`src/rtl/uart_pkg.sv`:
```
// uart_pkg: types and constants shared by the UART receive and transmit stages.
//   rx_state_t      receiver FSM states
//   OVS             oversample ticks per bit
//   SAMPLE_LO/MID/HI tick indices voted on within each bit
//   DATA_BITS       data bits per frame
//   maj3()          two-out-of-three majority
package uart_pkg;

    typedef enum logic [2:0] {
        IDLE   = 3'd0,
        START  = 3'd1,
        DATA   = 3'd2,
        PARITY = 3'd3,
        STOP   = 3'd4,
        BREAK  = 3'd5
    } rx_state_t;

    localparam int OVS        = 16;
    localparam int TICK_W     = $clog2(OVS);
    localparam int SAMPLE_LO  = 7;
    localparam int SAMPLE_MID = 8;
    localparam int SAMPLE_HI  = 9;
    localparam int DATA_BITS  = 8;

    function automatic logic maj3(input logic a, input logic b, input logic c);
        return (a & b) | (a & c) | (b & c);
    endfunction

endpackage

```
`src/rtl/uart_baud_tick.sv`:
```
// uart_baud_tick: oversample tick generator, one tick every DIV clocks.
//   clk    in  system clock
//   reset  in  synchronous, active-low
//   clear  in  restart the divider; the first tick follows DIV clocks later
//   tick   out one-cycle pulse every DIV clocks
module uart_baud_tick #(
    parameter int DIV = 1
) (
    input  logic clk,
    input  logic reset,
    input  logic clear,
    output logic tick
);

    localparam int              CNT_W  = (DIV > 1) ? $clog2(DIV) : 1;
    localparam logic [CNT_W-1:0] RELOAD = CNT_W'(DIV - 1);
    localparam logic [CNT_W-1:0] ONE    = CNT_W'(1);

    logic [CNT_W-1:0] div_q, div_d;

    always_comb begin
        div_d = div_q;
        if (clear || (div_q == '0)) begin
            div_d = RELOAD;
        end else begin
            div_d = div_q - ONE;
        end
    end

    always_ff @(posedge clk) begin
        if (!reset) begin
            div_q <= RELOAD;
        end else begin
            div_q <= div_d;
        end
    end

    // A clear cycle never emits a tick, so the count restarts cleanly.
    assign tick = (div_q == '0) && !clear;

endmodule

```
`src/rtl/uart_rx_byte.sv`:
```
// uart_rx_byte: 8N1 UART receiver (16x oversampling, majority vote, stop check)
// feeding the load/store unit.
//   clk         in      system clock
//   reset       in      synchronous, active-low
//   rx_serial   in      asynchronous serial line, idles high
//   rx_data     out [8] last correctly framed byte, LSB received first
//   rx_do       out     one-cycle strobe: rx_data holds a new byte
//   frame_err   out     one-cycle strobe: stop bit sampled low
//   parity_err  out     one-cycle strobe: even-parity mismatch
//   busy        out     high from start detection until back in IDLE
// Build option: define UART_RX_PARITY_EN to insert an even-parity bit between
// the data and stop bits; without it the frame is 8N1 and parity_err is 0.
//
// state  | meaning
// IDLE   | line idle, waiting for a synced 1->0 edge
// START  | start bit; a high vote is a glitch and returns to IDLE
// DATA   | shifting 8 voted data bits, LSB first
// PARITY | voting the parity bit (UART_RX_PARITY_EN only)
// STOP   | stop bit, decided at the tick-9 vote
// BREAK  | stop bit was low; wait for the line to go high
module uart_rx_byte
    import uart_pkg::*;
#(
    parameter int CLK_FREQ_HZ = 50_000_000,
    parameter int BAUD        = 115200
) (
    input  logic       clk,
    input  logic       reset,
    input  logic       rx_serial,
    output logic [7:0] rx_data,
    output logic       rx_do,
    output logic       frame_err,
    output logic       parity_err,
    output logic       busy
);

    localparam int DIV_RAW = CLK_FREQ_HZ / (BAUD * OVS);
    localparam int DIV     = (DIV_RAW < 1) ? 1 : DIV_RAW;

    localparam logic [TICK_W-1:0] T_LO  = TICK_W'(SAMPLE_LO);
    localparam logic [TICK_W-1:0] T_MID = TICK_W'(SAMPLE_MID);
    localparam logic [TICK_W-1:0] T_HI  = TICK_W'(SAMPLE_HI);
    localparam logic [TICK_W-1:0] T_END = TICK_W'(OVS - 1);
    localparam logic [2:0]        B_END = 3'(DATA_BITS - 1);

    rx_state_t         state_q, state_d;
    logic [1:0]        sync_q, sync_d;
    logic              prev_q, prev_d;
    logic [TICK_W-1:0] tick_cnt_q, tick_cnt_d;
    logic [2:0]        bit_cnt_q, bit_cnt_d;
    logic              s_lo_q, s_lo_d;
    logic              s_mid_q, s_mid_d;
    logic [7:0]        shreg_q, shreg_d;
    logic [7:0]        rx_data_q, rx_data_d;
    logic              rx_do_q, rx_do_d;
    logic              frame_err_q, frame_err_d;
    logic              busy_q, busy_d;

`ifdef UART_RX_PARITY_EN
    logic par_bad_q, par_bad_d;
    logic parity_err_q, parity_err_d;
`endif

    logic rx_s;
    logic fall;
    logic tick;
    logic baud_clear;
    logic vote;
    logic at_lo, at_mid, at_hi, at_end;

    uart_baud_tick #(.DIV(DIV)) u_baud_tick (
        .clk   (clk),
        .reset (reset),
        .clear (baud_clear),
        .tick  (tick)
    );

    // sync_q[1] is the only view of the line used for any decision.
    assign rx_s = sync_q[1];
    assign fall = prev_q & ~rx_s;

    assign at_lo  = tick && (tick_cnt_q == T_LO);
    assign at_mid = tick && (tick_cnt_q == T_MID);
    assign at_hi  = tick && (tick_cnt_q == T_HI);
    assign at_end = tick && (tick_cnt_q == T_END);

    // The third sample is taken live at tick 9, so the vote is valid when at_hi.
    assign vote = maj3(s_lo_q, s_mid_q, rx_s);

    always_comb begin
        sync_d      = {sync_q[0], rx_serial};
        prev_d      = rx_s;
        state_d     = state_q;
        tick_cnt_d  = tick_cnt_q;
        bit_cnt_d   = bit_cnt_q;
        s_lo_d      = s_lo_q;
        s_mid_d     = s_mid_q;
        shreg_d     = shreg_q;
        rx_data_d   = rx_data_q;
        rx_do_d     = 1'b0;
        frame_err_d = 1'b0;
        baud_clear  = 1'b0;
`ifdef UART_RX_PARITY_EN
        par_bad_d    = par_bad_q;
        parity_err_d = 1'b0;
`endif

        if (tick) begin
            tick_cnt_d = tick_cnt_q + TICK_W'(1);
        end
        if (at_lo) begin
            s_lo_d = rx_s;
        end
        if (at_mid) begin
            s_mid_d = rx_s;
        end

        case (state_q)
            IDLE: begin
                tick_cnt_d = '0;
                if (fall) begin
                    state_d    = START;
                    baud_clear = 1'b1;
                    bit_cnt_d  = '0;
`ifdef UART_RX_PARITY_EN
                    par_bad_d  = 1'b0;
`endif
                end
            end
            START: begin
                if (at_hi && vote) begin
                    state_d = IDLE;
                end else if (at_end) begin
                    state_d = DATA;
                end
            end
            DATA: begin
                if (at_hi) begin
                    shreg_d = {vote, shreg_q[7:1]};
                end
                if (at_end) begin
                    bit_cnt_d = bit_cnt_q + 3'd1;
                    if (bit_cnt_q == B_END) begin
`ifdef UART_RX_PARITY_EN
                        state_d = PARITY;
`else
                        state_d = STOP;
`endif
                    end
                end
            end
`ifdef UART_RX_PARITY_EN
            PARITY: begin
                // Even parity: data plus parity bit must hold an even count of ones.
                if (at_hi) begin
                    par_bad_d = ^{shreg_q, vote};
                end
                if (at_end) begin
                    state_d = STOP;
                end
            end
`endif
            STOP: begin
                // Leaving at tick 9 instead of the bit end leaves slack for a
                // sender running slightly fast on back-to-back frames.
                if (at_hi) begin
                    if (vote) begin
                        state_d = IDLE;
`ifdef UART_RX_PARITY_EN
                        if (par_bad_q) begin
                            parity_err_d = 1'b1;
                        end else begin
                            rx_do_d   = 1'b1;
                            rx_data_d = shreg_q;
                        end
`else
                        rx_do_d   = 1'b1;
                        rx_data_d = shreg_q;
`endif
                    end else begin
                        frame_err_d = 1'b1;
                        state_d     = BREAK;
                    end
                end
            end
            BREAK: begin
                // Only a high line re-arms IDLE, so a held-low break cannot
                // look like a new start edge.
                if (rx_s) begin
                    state_d = IDLE;
                end
            end
            default: begin
                state_d = IDLE;
            end
        endcase

        busy_d = (state_d != IDLE);
    end

    always_ff @(posedge clk) begin
        if (!reset) begin
            state_q     <= IDLE;
            sync_q      <= 2'b11;
            prev_q      <= 1'b1;
            tick_cnt_q  <= '0;
            bit_cnt_q   <= '0;
            s_lo_q      <= 1'b1;
            s_mid_q     <= 1'b1;
            shreg_q     <= '0;
            rx_data_q   <= '0;
            rx_do_q     <= 1'b0;
            frame_err_q <= 1'b0;
            busy_q      <= 1'b0;
        end else begin
            state_q     <= state_d;
            sync_q      <= sync_d;
            prev_q      <= prev_d;
            tick_cnt_q  <= tick_cnt_d;
            bit_cnt_q   <= bit_cnt_d;
            s_lo_q      <= s_lo_d;
            s_mid_q     <= s_mid_d;
            shreg_q     <= shreg_d;
            rx_data_q   <= rx_data_d;
            rx_do_q     <= rx_do_d;
            frame_err_q <= frame_err_d;
            busy_q      <= busy_d;
        end
    end

`ifdef UART_RX_PARITY_EN
    always_ff @(posedge clk) begin
        if (!reset) begin
            par_bad_q    <= 1'b0;
            parity_err_q <= 1'b0;
        end else begin
            par_bad_q    <= par_bad_d;
            parity_err_q <= parity_err_d;
        end
    end
    assign parity_err = parity_err_q;
`else
    assign parity_err = 1'b0;
`endif

    assign rx_data   = rx_data_q;
    assign rx_do     = rx_do_q;
    assign frame_err = frame_err_q;
    assign busy      = busy_q;

endmodule

```
`config.mk`:
```
export PLATFORM = sky130hd
export DESIGN_NAME = uart_rx_byte
export DESIGN_NICKNAME = d
export VERILOG_FILES = /design/src/rtl/uart_pkg.sv /design/src/rtl/uart_baud_tick.sv /design/src/rtl/uart_rx_byte.sv
export SDC_FILE = /design/constraint.sdc
export NUM_CORES = 1
export LEC_CHECK = 0
export ABC_CLOCK_PERIOD_IN_PS = 2000
export BUFFER_PORTS_ARGS = -buffer_cell sky130_fd_sc_hd__buf_4
export CELL_PAD_IN_SITES_DETAIL_PLACEMENT = 0
export CELL_PAD_IN_SITES_GLOBAL_PLACEMENT = 1
export CORE_MARGIN = 1
export CORE_UTILIZATION = 30
export CTS_CLUSTER_SIZE = 20
export DETAILED_ROUTE_END_ITERATION = 10
export PLACE_DENSITY = 0.63
export SYNTH_ARGS = -nofsm -noshare
export SYNTH_HDL_FRONTEND = slang
export SYNTH_SLANG_ARGS = --single-unit
```
`constraint.sdc`:
```
create_clock -name clk -period 2 [get_ports clk]
set_input_delay 0.2 -clock clk [delete_from_list [all_inputs] [get_ports clk]]
set_output_delay 0.2 -clock clk [all_outputs]
set_load 0.005 [all_outputs]
```
==> flow_metrics.env, run 1 <==
export IMPL_status="finished, final reports clean"
export IMPL_critPathMaxFanout=5
export IMPL_first_pass_iters=4
export IMPL_die_w_um=78.6
export IMPL_clock_skew_ns=0.00985
export IMPL_grt_pass1_wl_mm=6.50
export IMPL_synthArstFlopShare_pct=0
export IMPL_wire_per_inst_um=13.3
export IMPL_synth_seq_cells=39
export IMPL_ys_warn_count=0
export IMPL_min_period_over_period_pct=89.8
export IMPL_required_ns=2.18
export IMPL_syn_area_per_cell_um2=9.08
export IMPL_fmax_mhz=557
export IMPL_start_util_pct=31.6
export IMPL_die_y_um=78.6
export IMPL_htree_levels=2
export IMPL_ant_nets=0
export IMPL_worst_slack_ns=0.204
export IMPL_cts_sinks=39
export IMPL_synth_nets=204
export IMPL_synth_edff_count=0
export IMPL_yosysTopAreaCellShare_pct=44.3
export IMPL_slowest_stage="or4b_4"
export IMPL_wirelength_mm=3.77
export IMPL_yosys_top_cells_count="dfxtp_1 (39), nor2_1 (21), nand3_1 (16)"
export IMPL_drtIter0Drc=95
export IMPL_busiest_layer="met2"
export IMPL_hold_class="in -> reg"
export IMPL_fin_worst_hold_slack_ns=0.0903
export IMPL_die_area_um2=6180
export IMPL_synth_most_common_cell="dfxtp_1"
export IMPL_clk_insertion_delay_late_ns=0.29
export IMPL_netlist_instances=194
export IMPL_gr_usage_met1_pct=17.9
export IMPL_yosys_area_top_type="dfxtp_1"
export IMPL_slew_violations=0
export IMPL_end_kind="register"
export IMPL_setup_viol_count_final=0
export IMPL_grt_overflow=0
export IMPL_relSlewSlack_pct=61.3
export IMPL_vias_per_cell=4.87
export IMPL_fin_tns_setup_ns=0
export IMPL_use_met2_pct=20.5
export IMPL_fin_area_um2=2070
export IMPL_cts_tree="built"
export IMPL_path_cells="inv_1, ha_1, or4b_4, a21oi_4, a21boi_1, a311o_1"
export IMPL_placed_area_um2=1950
export IMPL_preCtsSetupSlack_ns=0.217
export IMPL_antenna_found_initial=0
export IMPL_post_route_drc_count=0
export IMPL_place_congestion=0.729
export IMPL_power_density_nw_per_um2=760
export IMPL_start_kind="register"
export IMPL_cts_root_buffer="clkbuf_8"
export IMPL_cpPeakStageDelay_ns=0.50
export IMPL_placementRows=27
export IMPL_postCtsHoldBufs=0
export IMPL_hold_viol=0
export IMPL_crit_type="reg -> reg"
export IMPL_synthTopCellsByArea="dfxtp_1 (44%), mux2i_1 (5.1%), ha_1 (5.0%)"
export IMPL_fin_crit_ns=1.80
export IMPL_drive_above_1_share_pct=17.0
export IMPL_synth_flop_cell="dfxtp_1"
export IMPL_core_area_um2=5570
export IMPL_diodes=0
export IMPL_p_leak_uw=0.000871
export IMPL_grt_max_degree=21
export IMPL_synth_seq_area_share_pct=44.3
export IMPL_cap_violations=0
export IMPL_num_io_pins=15
export IMPL_synth_area_um2=1760
export IMPL_clkTransAtPathRegs_ns=0.08
export IMPL_area_delta_synth_final_pct=17.8
export IMPL_grt_pass1_vias=1344
export IMPL_ys_types=44
export IMPL_grt_setup_unrepaired="false"
export IMPL_critPathArrivalTime_ns=1.98
export IMPL_fin_nets=221
export IMPL_clockBufferDepth=2
export IMPL_io_buffers=13
export IMPL_peakVddDrop_v=0.000266
export IMPL_grt_usage_pct=13.6
export IMPL_numCtsBuffers=5
export IMPL_use_met3_pct=3.84
export IMPL_dp_hpwl_mm=2.62
export IMPL_vias=1383
export IMPL_worstMarginPinSlew_ns=0.575
## critical path: cells and delay by family (launching register included)
family	cells	cell delay (ns)
flops	1	0.32
fa+ha+maj	1	0.16
buf+inv	1	0.09
simple gates	1	0.50
compound gates	3	0.62
## where the power goes
part           switching, µW  internal, µW  leakage (µW)
registers               14.0           791      0.000316
logic                   52.4          33.4      0.000494
clock network            282           404     0.0000612
## cells by family (layout without fill, tap and decap cells)
family,after synthesis,count (layout),synth area share (%)
buf+inv,16,34,3.83
simple gates,76,76,23.7
compound gates,39,39,14.3
mux,9,9,5.11
flops,39,39,44.3
xor+xnor,6,6,2.98
fa+ha+maj,8,8,5.54
other cells,1,1,0.213
## placed cells by master (no fill, tap or decap), types with 3 or more instances in the layout
| cell | instances |
|---|---|
| a21oi_1 | 12 |
| and3_1 | 6 |
| buf_4 | 20 |
| clkbuf_8 | 6 |
| dfxtp_1 | 39 |
| ha_1 | 7 |
| inv_1 | 6 |
| mux2i_1 | 9 |
| nand2_1 | 12 |
| nand2b_1 | 4 |
| nand3_1 | 16 |
| nand4_1 | 3 |
| nor2_1 | 21 |
| o21ai_0 | 11 |
| xnor2_1 | 4 |
## stage by stage
| step | total power, µW | utilization (%) | std cells |
|---|---|---|---|
| final | 1580 | 37.2 | 284 |
| after global routing | 1640 | 37.2 | 284 |
| after CTS | 1590 | 37.1 | 283 |
| after detailed placement | 909 | 35.0 | 275 |
| after global placement | 909 | 35.0 | 275 |
| after floorplan | 883 | - | 194 |
## registers in the layout, summed over array words and instances (netlist names), 2 cells and up
signal / count
shreg_q: 8
tick_cnt_q: 4
bit_cnt_q: 3
u_baud_tick.div_q: 5
sync_q: 2
rx_data: 8
state_q: 3
## timing repair
action / 4_1_cts / 5_1_grt
endpoints found under the hold margin: 0 / 0
endpoints found under the setup margin: 0 / 6
buffers inserted: 0 / 1
gates resized for setup: 0 / 0
## layer usage
| layer | part of all wire, % | wire, µm |
|---|---|---|
| met1 | 51 | 1920 |
| met2 | 45 | 1680 |
| met3 | 2.7 | 101 |
| met4 | 1.7 | 66 |
| met5 | 0 | 0 |
## cell type report
cell class,instances,area [µm²]
multi-input cells,139,913
repair buffers,20,150
well taps,72,90.1
clock buffers,6,82.6
flip-flops and latches,39,781
fillers,583,3500
inverters,6,22.5
clock inverters,2,35.0
## path summary, 6_finish.rpt
kind,slack (ns),cells past startpoint,end,from
setup / recovery,0.20,6,s_lo_q,u_baud_tick.div_q[0]
hold / removal,0.09,2,sync_q[0],rx_serial
setup reg to reg,0.20,6,s_lo_q,u_baud_tick.div_q[0]
hold reg to reg,0.41,1,sync_q[1],sync_q[0]
No activity file was read; power rests on OpenSTA's default activity.
==> run 2: changes to the inputs <==
- CORE_UTILIZATION: 30 -> 44
- PLACE_DENSITY: 0.63 -> 0.84
==> run 2 against run 1 <==
Against the previous run: final cell count shrank 9.2%; die area shrank 31%; setup slack lost 0.013 ns; critical endpoint unchanged; routed wire length shrank 7.6%.
==> flow_metrics.env, run 2 (synthesis results as in run 1) <==
export IMPL_status="finished, final reports clean"
export IMPL_post_route_drc_count=0
export IMPL_required_ns=2.18
export IMPL_clock_skew_ns=0.00610
export IMPL_cap_violations=0
export IMPL_cts_sinks=39
export IMPL_peakVddDrop_v=0.000458
export IMPL_met2_length_mm=1.59
export IMPL_hold_class="in -> reg"
export IMPL_cts_setup_buffers=0
export IMPL_die_w_um=65.3
export IMPL_area_delta_synth_final_pct=15.2
export IMPL_die_y_um=65.3
export IMPL_power_density_nw_per_um2=768
export IMPL_vias=1404
export IMPL_mostFrequentLayoutCells="dfxtp_1 (39), nor2_1 (21), buf_4 (18)"
export IMPL_die_area_um2=4260
export IMPL_fin_nets=219
export IMPL_htree_levels=2
export IMPL_vias_per_cell=5.44
export IMPL_fin_tns_setup_ns=0
export IMPL_worstMarginPinSlew_ns=0.535
export IMPL_dr_max_layer_used="met4"
export IMPL_seqPwrFrac_pct=51.8
export IMPL_grt_overflow=0
export IMPL_diodes=0
export IMPL_grt_setup_unrepaired="false"
export IMPL_place_congestion=0.854
export IMPL_hold_viol=0
export IMPL_first_pass_iters=4
export IMPL_critPathMaxFanout=5
export IMPL_fin_crit_ns=1.81
export IMPL_drive_above_1_share_pct=16.2
export IMPL_crit_type="reg -> reg"
export IMPL_fmax_mhz=553
export IMPL_critPathArrivalTime_ns=1.99
export IMPL_start_kind="register"
export IMPL_antenna_found_initial=0
export IMPL_placementRows=22
export IMPL_grt_usage_pct=19.0
export IMPL_numCtsBuffers=5
export IMPL_p_sw_share_pct=21.1
export IMPL_switchingPower_uw=329
export IMPL_clkPwrFrac_pct=42.8
export IMPL_wl_met3_um=131
export IMPL_relSlewSlack_pct=64.0
export IMPL_end_kind="register"
export IMPL_grt_max_degree=20
export IMPL_drtIter0Drc=89
export IMPL_worst_slack_ns=0.191
export IMPL_power_frac_comb_pct=5.4
export IMPL_slew_violations=0
export IMPL_fill_cells=376
export IMPL_internal_power_uw=1230
export IMPL_setup_viol_count_final=0
export IMPL_grt_pass1_vias=1378
export IMPL_preCtsSetupSlack_ns=0.198
export IMPL_cts_resized=0
export IMPL_utilization_pct=54.2
export IMPL_min_period_over_period_pct=90.4
export IMPL_start_util_pct=47.1
export IMPL_core_area_um2=3740
export IMPL_cts_tree="built"
export IMPL_p_total_uw=1560
export IMPL_clkTransAtPathRegs_ns=0.07
export IMPL_wire_per_inst_um=13.5
export IMPL_io_buffers=13
export IMPL_ant_nets=0
export IMPL_met1Wirelength_mm=1.72
export IMPL_grt_pass1_wl_mm=6.12
export IMPL_clk_insertion_delay_late_ns=0.29
export IMPL_clockBufferDepth=2
export IMPL_dp_hpwl_mm=2.54
export IMPL_wirelength_mm=3.49
export IMPL_num_io_pins=15
export IMPL_p_leak_uw=0.000861
export IMPL_cts_root_buffer="clkbuf_8"
export IMPL_layout_commonest_cell="dfxtp_1"
export IMPL_postCtsHoldBufs=0
## run 2: cell count changes in the layout (fill, tap and decap cells not counted)
cell   change
buf_4      -2
## run 2: power by group through the flow
stage,sequential (µW),clock [µW],combinational [µW]
final,808,666,84.0
after global routing,809,727,92.4
after CTS,807,682,84.2
after detailed placement,825,0,83.4
after global placement,824,0,79.0
after floorplan,820,0,62.6
## run 2: worst max-delay path, stage by stage, from the launching register on
cell and delay, ns:
dfxtp_1 0.33, inv_1 0.09, ha_1 0.18, or4b_4 0.51, a21oi_4 0.20, a21boi_1 0.09
a311o_1 0.31
## run 2: layout make-up
cell class / instances / area (µm²) / share of cell area, %
clock buffers: 6 / 82.6 / 4.07
inverters: 6 / 22.5 / 1.11
flip-flops and latches: 39 / 781 / 38.5
well taps: 48 / 60.1 / 2.96
multi-input cells: 139 / 913 / 45.0
clock inverters: 2 / 35.0 / 1.73
repair buffers: 18 / 135 / 6.66
## run 2: worst paths after layout
| check | from | endpoint | slack, ns | cells past startpoint |
|---|---|---|---|---|
| min reg2reg | sync_q[0] | sync_q[1] | 0.41 | 1 |
| min | rx_serial | sync_q[0] | 0.09 | 2 |
| max | u_baud_tick.div_q[0] | s_lo_q | 0.19 | 6 |
| max reg2reg | u_baud_tick.div_q[0] | s_lo_q | 0.19 | 6 |
## run 2: stage by stage
stage,area [µm²],hold WS [ns],instances
global route,2030,0.0841,258
floorplan,1760,0.301,194
detailed placement,1910,0.391,250
CTS,2030,0.0875,258
finish,2030,0.0930,258
global placement,1910,0.385,250
## run 2: layer usage
layer	vias to the layer above	global-route usage (%)
li1	712	-
met2	33	30.2
met3	6	6.25
met1	653	23.5
met5	-	0
met4	0	8.15
==> run 3: changes to the inputs <==
- CORE_UTILIZATION: 44 -> 45
- PLACE_DENSITY: 0.84 -> 0.85
- RECOVER_POWER: unset -> 25
- SYNTH_HIERARCHICAL: unset -> 1
==> run 3 against run 2 <==
Against the previous run: the flow now finishes with violations (negative setup slack); via count is 2.9% lower; sequential share of layout area decreased by 3.8 points; non-clock buffer count is 18 higher; largest power group unchanged.
==> flow_metrics.env, run 3 <==
export IMPL_status="finished, violations left"
export IMPL_failed_checks="negative setup slack"
export IMPL_fin_crit_ns=2.13
export IMPL_clkPwrFrac_pct=46.0
export IMPL_wirelength_mm=3.30
export IMPL_area_delta_synth_final_pct=31.6
export IMPL_ys_warn_count=6
export IMPL_grt_max_degree=31
export IMPL_start_util_pct=46.9
export IMPL_r2r_start="u_baud_tick/div_q[0]"
export IMPL_ys_types=37
export IMPL_end_kind="register"
export IMPL_diodes=0
export IMPL_crit_family="simple AND/OR/NAND/NOR gates"
export IMPL_worstMarginPinSlew_ns=0.522
export IMPL_io_buffers=13
export IMPL_mostFrequentLayoutCells="dfxtp_1 (36), buf_4 (29), nor2_1 (14), nand2_1 (14), mux2i_1 (11)"
export IMPL_peakVddDrop_v=0.000573
export IMPL_grt_pass1_wl_mm=5.70
export IMPL_first_pass_iters=4
export IMPL_hp_start="rx_serial"
export IMPL_layout_commonest_cell="dfxtp_1"
export IMPL_min_period_over_period_pct=106
export IMPL_critPathMaxFanout=8
export IMPL_place_congestion=0.845
export IMPL_drive_above_1_share_pct=35.6
export IMPL_cpPeakStageDelay_ns=0.47
export IMPL_core_area_um2=3660
export IMPL_die_w_um=63.8
export IMPL_placed_cells=252
export IMPL_met2_length_mm=1.59
export IMPL_netlist_instances=181
export IMPL_worst_slack_ns=-0.127
export IMPL_synth_edff_count=0
export IMPL_clockBufferDepth=2
export IMPL_synth_flop_cell="dfxtp_1"
export IMPL_clock_skew_ns=0.00522
export IMPL_seqPwrFrac_pct=47.4
export IMPL_met1Wirelength_mm=1.53
export IMPL_synthArstFlopShare_pct=0
export IMPL_ant_nets=0
export IMPL_grt_overflow=0
export IMPL_syn_area_per_cell_um2=9.49
export IMPL_clk_insertion_delay_late_ns=0.29
export IMPL_dr_max_layer_used="met4"
export IMPL_p_sw_share_pct=20.2
export IMPL_cap_violations=0
export IMPL_power_density_nw_per_um2=748
export IMPL_vias_per_cell=5.16
export IMPL_wl_met3_um=116
export IMPL_htree_levels=2
export IMPL_cts_sinks=39
export IMPL_slowest_stage="or4b_4"
export IMPL_synth_seq_cells=39
export IMPL_synth_seq_area_share_pct=45.4
export IMPL_critPathArrivalTime_ns=2.32
export IMPL_vias=1363
export IMPL_drtIter0Drc=102
export IMPL_relSlewSlack_pct=65.2
export IMPL_hold_class="in -> reg"
export IMPL_yosys_top_cells_count="dfxtp_1 (39), nand2_1 (22), nor2_1 (15)"
export IMPL_numCtsBuffers=5
export IMPL_instances_no_fill=264
export IMPL_grt_setup_unrepaired="true"
export IMPL_die_area_um2=4070
export IMPL_antenna_found_initial=0
export IMPL_p_leak_uw=0.000870
export IMPL_wire_per_inst_um=12.5
export IMPL_placed_area_um2=1990
export IMPL_fmax_mhz=470
export IMPL_fin_area_um2=2260
export IMPL_die_y_um=63.8
export IMPL_preCtsSetupSlack_ns=-0.156
export IMPL_hold_viol=0
export IMPL_crit_type="reg -> reg"
export IMPL_start_kind="register"
export IMPL_cts_root_buffer="clkbuf_8"
export IMPL_fin_nets=225
export IMPL_yosys_area_top_type="dfxtp_1"
export IMPL_num_io_pins=15
export IMPL_grt_pass1_vias=1288
export IMPL_yosysTopAreaCellShare_pct=45.4
export IMPL_power_frac_comb_pct=6.6
export IMPL_synth_most_common_cell="dfxtp_1"
export IMPL_dp_hpwl_mm=2.25
export IMPL_path_cells="inv_2, ha_4, or4b_4, nor2_4, buf_6, and4b_1, and3_1, buf_12, mux2i_1, nor2b_1"
export IMPL_internal_power_uw=1350
export IMPL_switchingPower_uw=342
export IMPL_setup_viol_count_final=18
export IMPL_crit_buf_inv=3
export IMPL_synth_nets=191
export IMPL_grt_usage_pct=18.3
export IMPL_synth_area_um2=1720
export IMPL_required_ns=2.19
export IMPL_startpoint="u_baud_tick/div_q[0]"
export IMPL_clkTransAtPathRegs_ns=0.08
export IMPL_fill_cells=320
export IMPL_post_route_drc_count=0
export IMPL_slew_violations=0
export IMPL_cts_tree="built"
export IMPL_synthTopCellsByArea="dfxtp_1 (45%), mux2i_1 (6.4%), ha_1 (5.1%)"
export IMPL_placementRows=22
[run 3: changes by cell type after synthesis, moves of 6 or more]
cell	previous run	this run
a21boi_0	0	11
o21ai_0	11	4
nand3_1	16	8
nor2_1	21	15
nor2b_1	0	8
a21oi_1	12	2
nand2_1	12	22
[run 3: path summary, 6_finish.rpt]
check	to	slack (ns)	cells after the start
setup reg to reg	shreg_q[7]	-0.13	10
hold / removal	sync_q[0]	0.08	2
setup / recovery	shreg_q[7]	-0.13	10
hold reg to reg	sync_q[1]	0.41	1
[run 3: area by class of cell]
cell class / instances / area (µm²) / share of cell area (%)
clock buffers: 5 / 68.8 / 3.04
well taps: 48 / 60.1 / 2.66
clock inverters: 3 / 67.6 / 2.99
repair buffers: 36 / 294 / 13.0
inverters: 4 / 15.0 / 0.664
flip-flops and latches: 39 / 785 / 34.7
multi-input cells: 129 / 971 / 42.9
[run 3: cell families after synthesis]
family | count (synthesis) | share of synthesized area [%]
multiplexers | 11 | 6.41
AO/OA/AOI/OAI | 22 | 9.03
flip-flops | 39 | 45.4
XOR/XNOR | 6 | 3.06
buffers and inverters | 13 | 3.57
other | 1 | 0.218
adder cells (fa/ha/maj) | 8 | 5.68
AND/OR/NAND/NOR | 81 | 26.6
[run 3: power by group through the flow]
stage,Clock (µW),Combinational (µW),Sequential (µW)
after floorplan,0,54.6,819
after global placement,0,88.5,817
after detailed placement,0,93.2,817
after CTS,791,99.7,801
after global routing,821,124,803
final,779,111,802
[run 3: repair_timing]
action | CTS | global route
buffers inserted | 3 | 1
pin swaps | 3 | 23
hold buffers | 0 | 0
resized for setup | 10 | 33
endpoints found under the setup margin | 22 | 26
cloned | 0 | 0
[run 3: through the flow]
step / hold slack (ns) / total power (µW) / utilization (%) / setup TNS (ns)
after detailed placement: 0.387 / 911 / 54.3 / -1.88
final: 0.0843 / 1690 / 61.8 / -1.18
after global placement: 0.391 / 905 / 54.3 / -0.601
after CTS: 0.0821 / 1690 / 59.4 / -1.82
after global routing: 0.0920 / 1750 / 61.8 / -2.93
after floorplan: 0.301 / 874 / - / -0.606
[run 3: layer usage]
| layer | vias up | global-route usage, % |
|---|---|---|
| met2 | 19 | 32.0 |
| met4 | 0 | 7.67 |
| met5 | - | 0 |
| met3 | 6 | 5.36 |
| met1 | 646 | 20.5 |
| li1 | 692 | - |
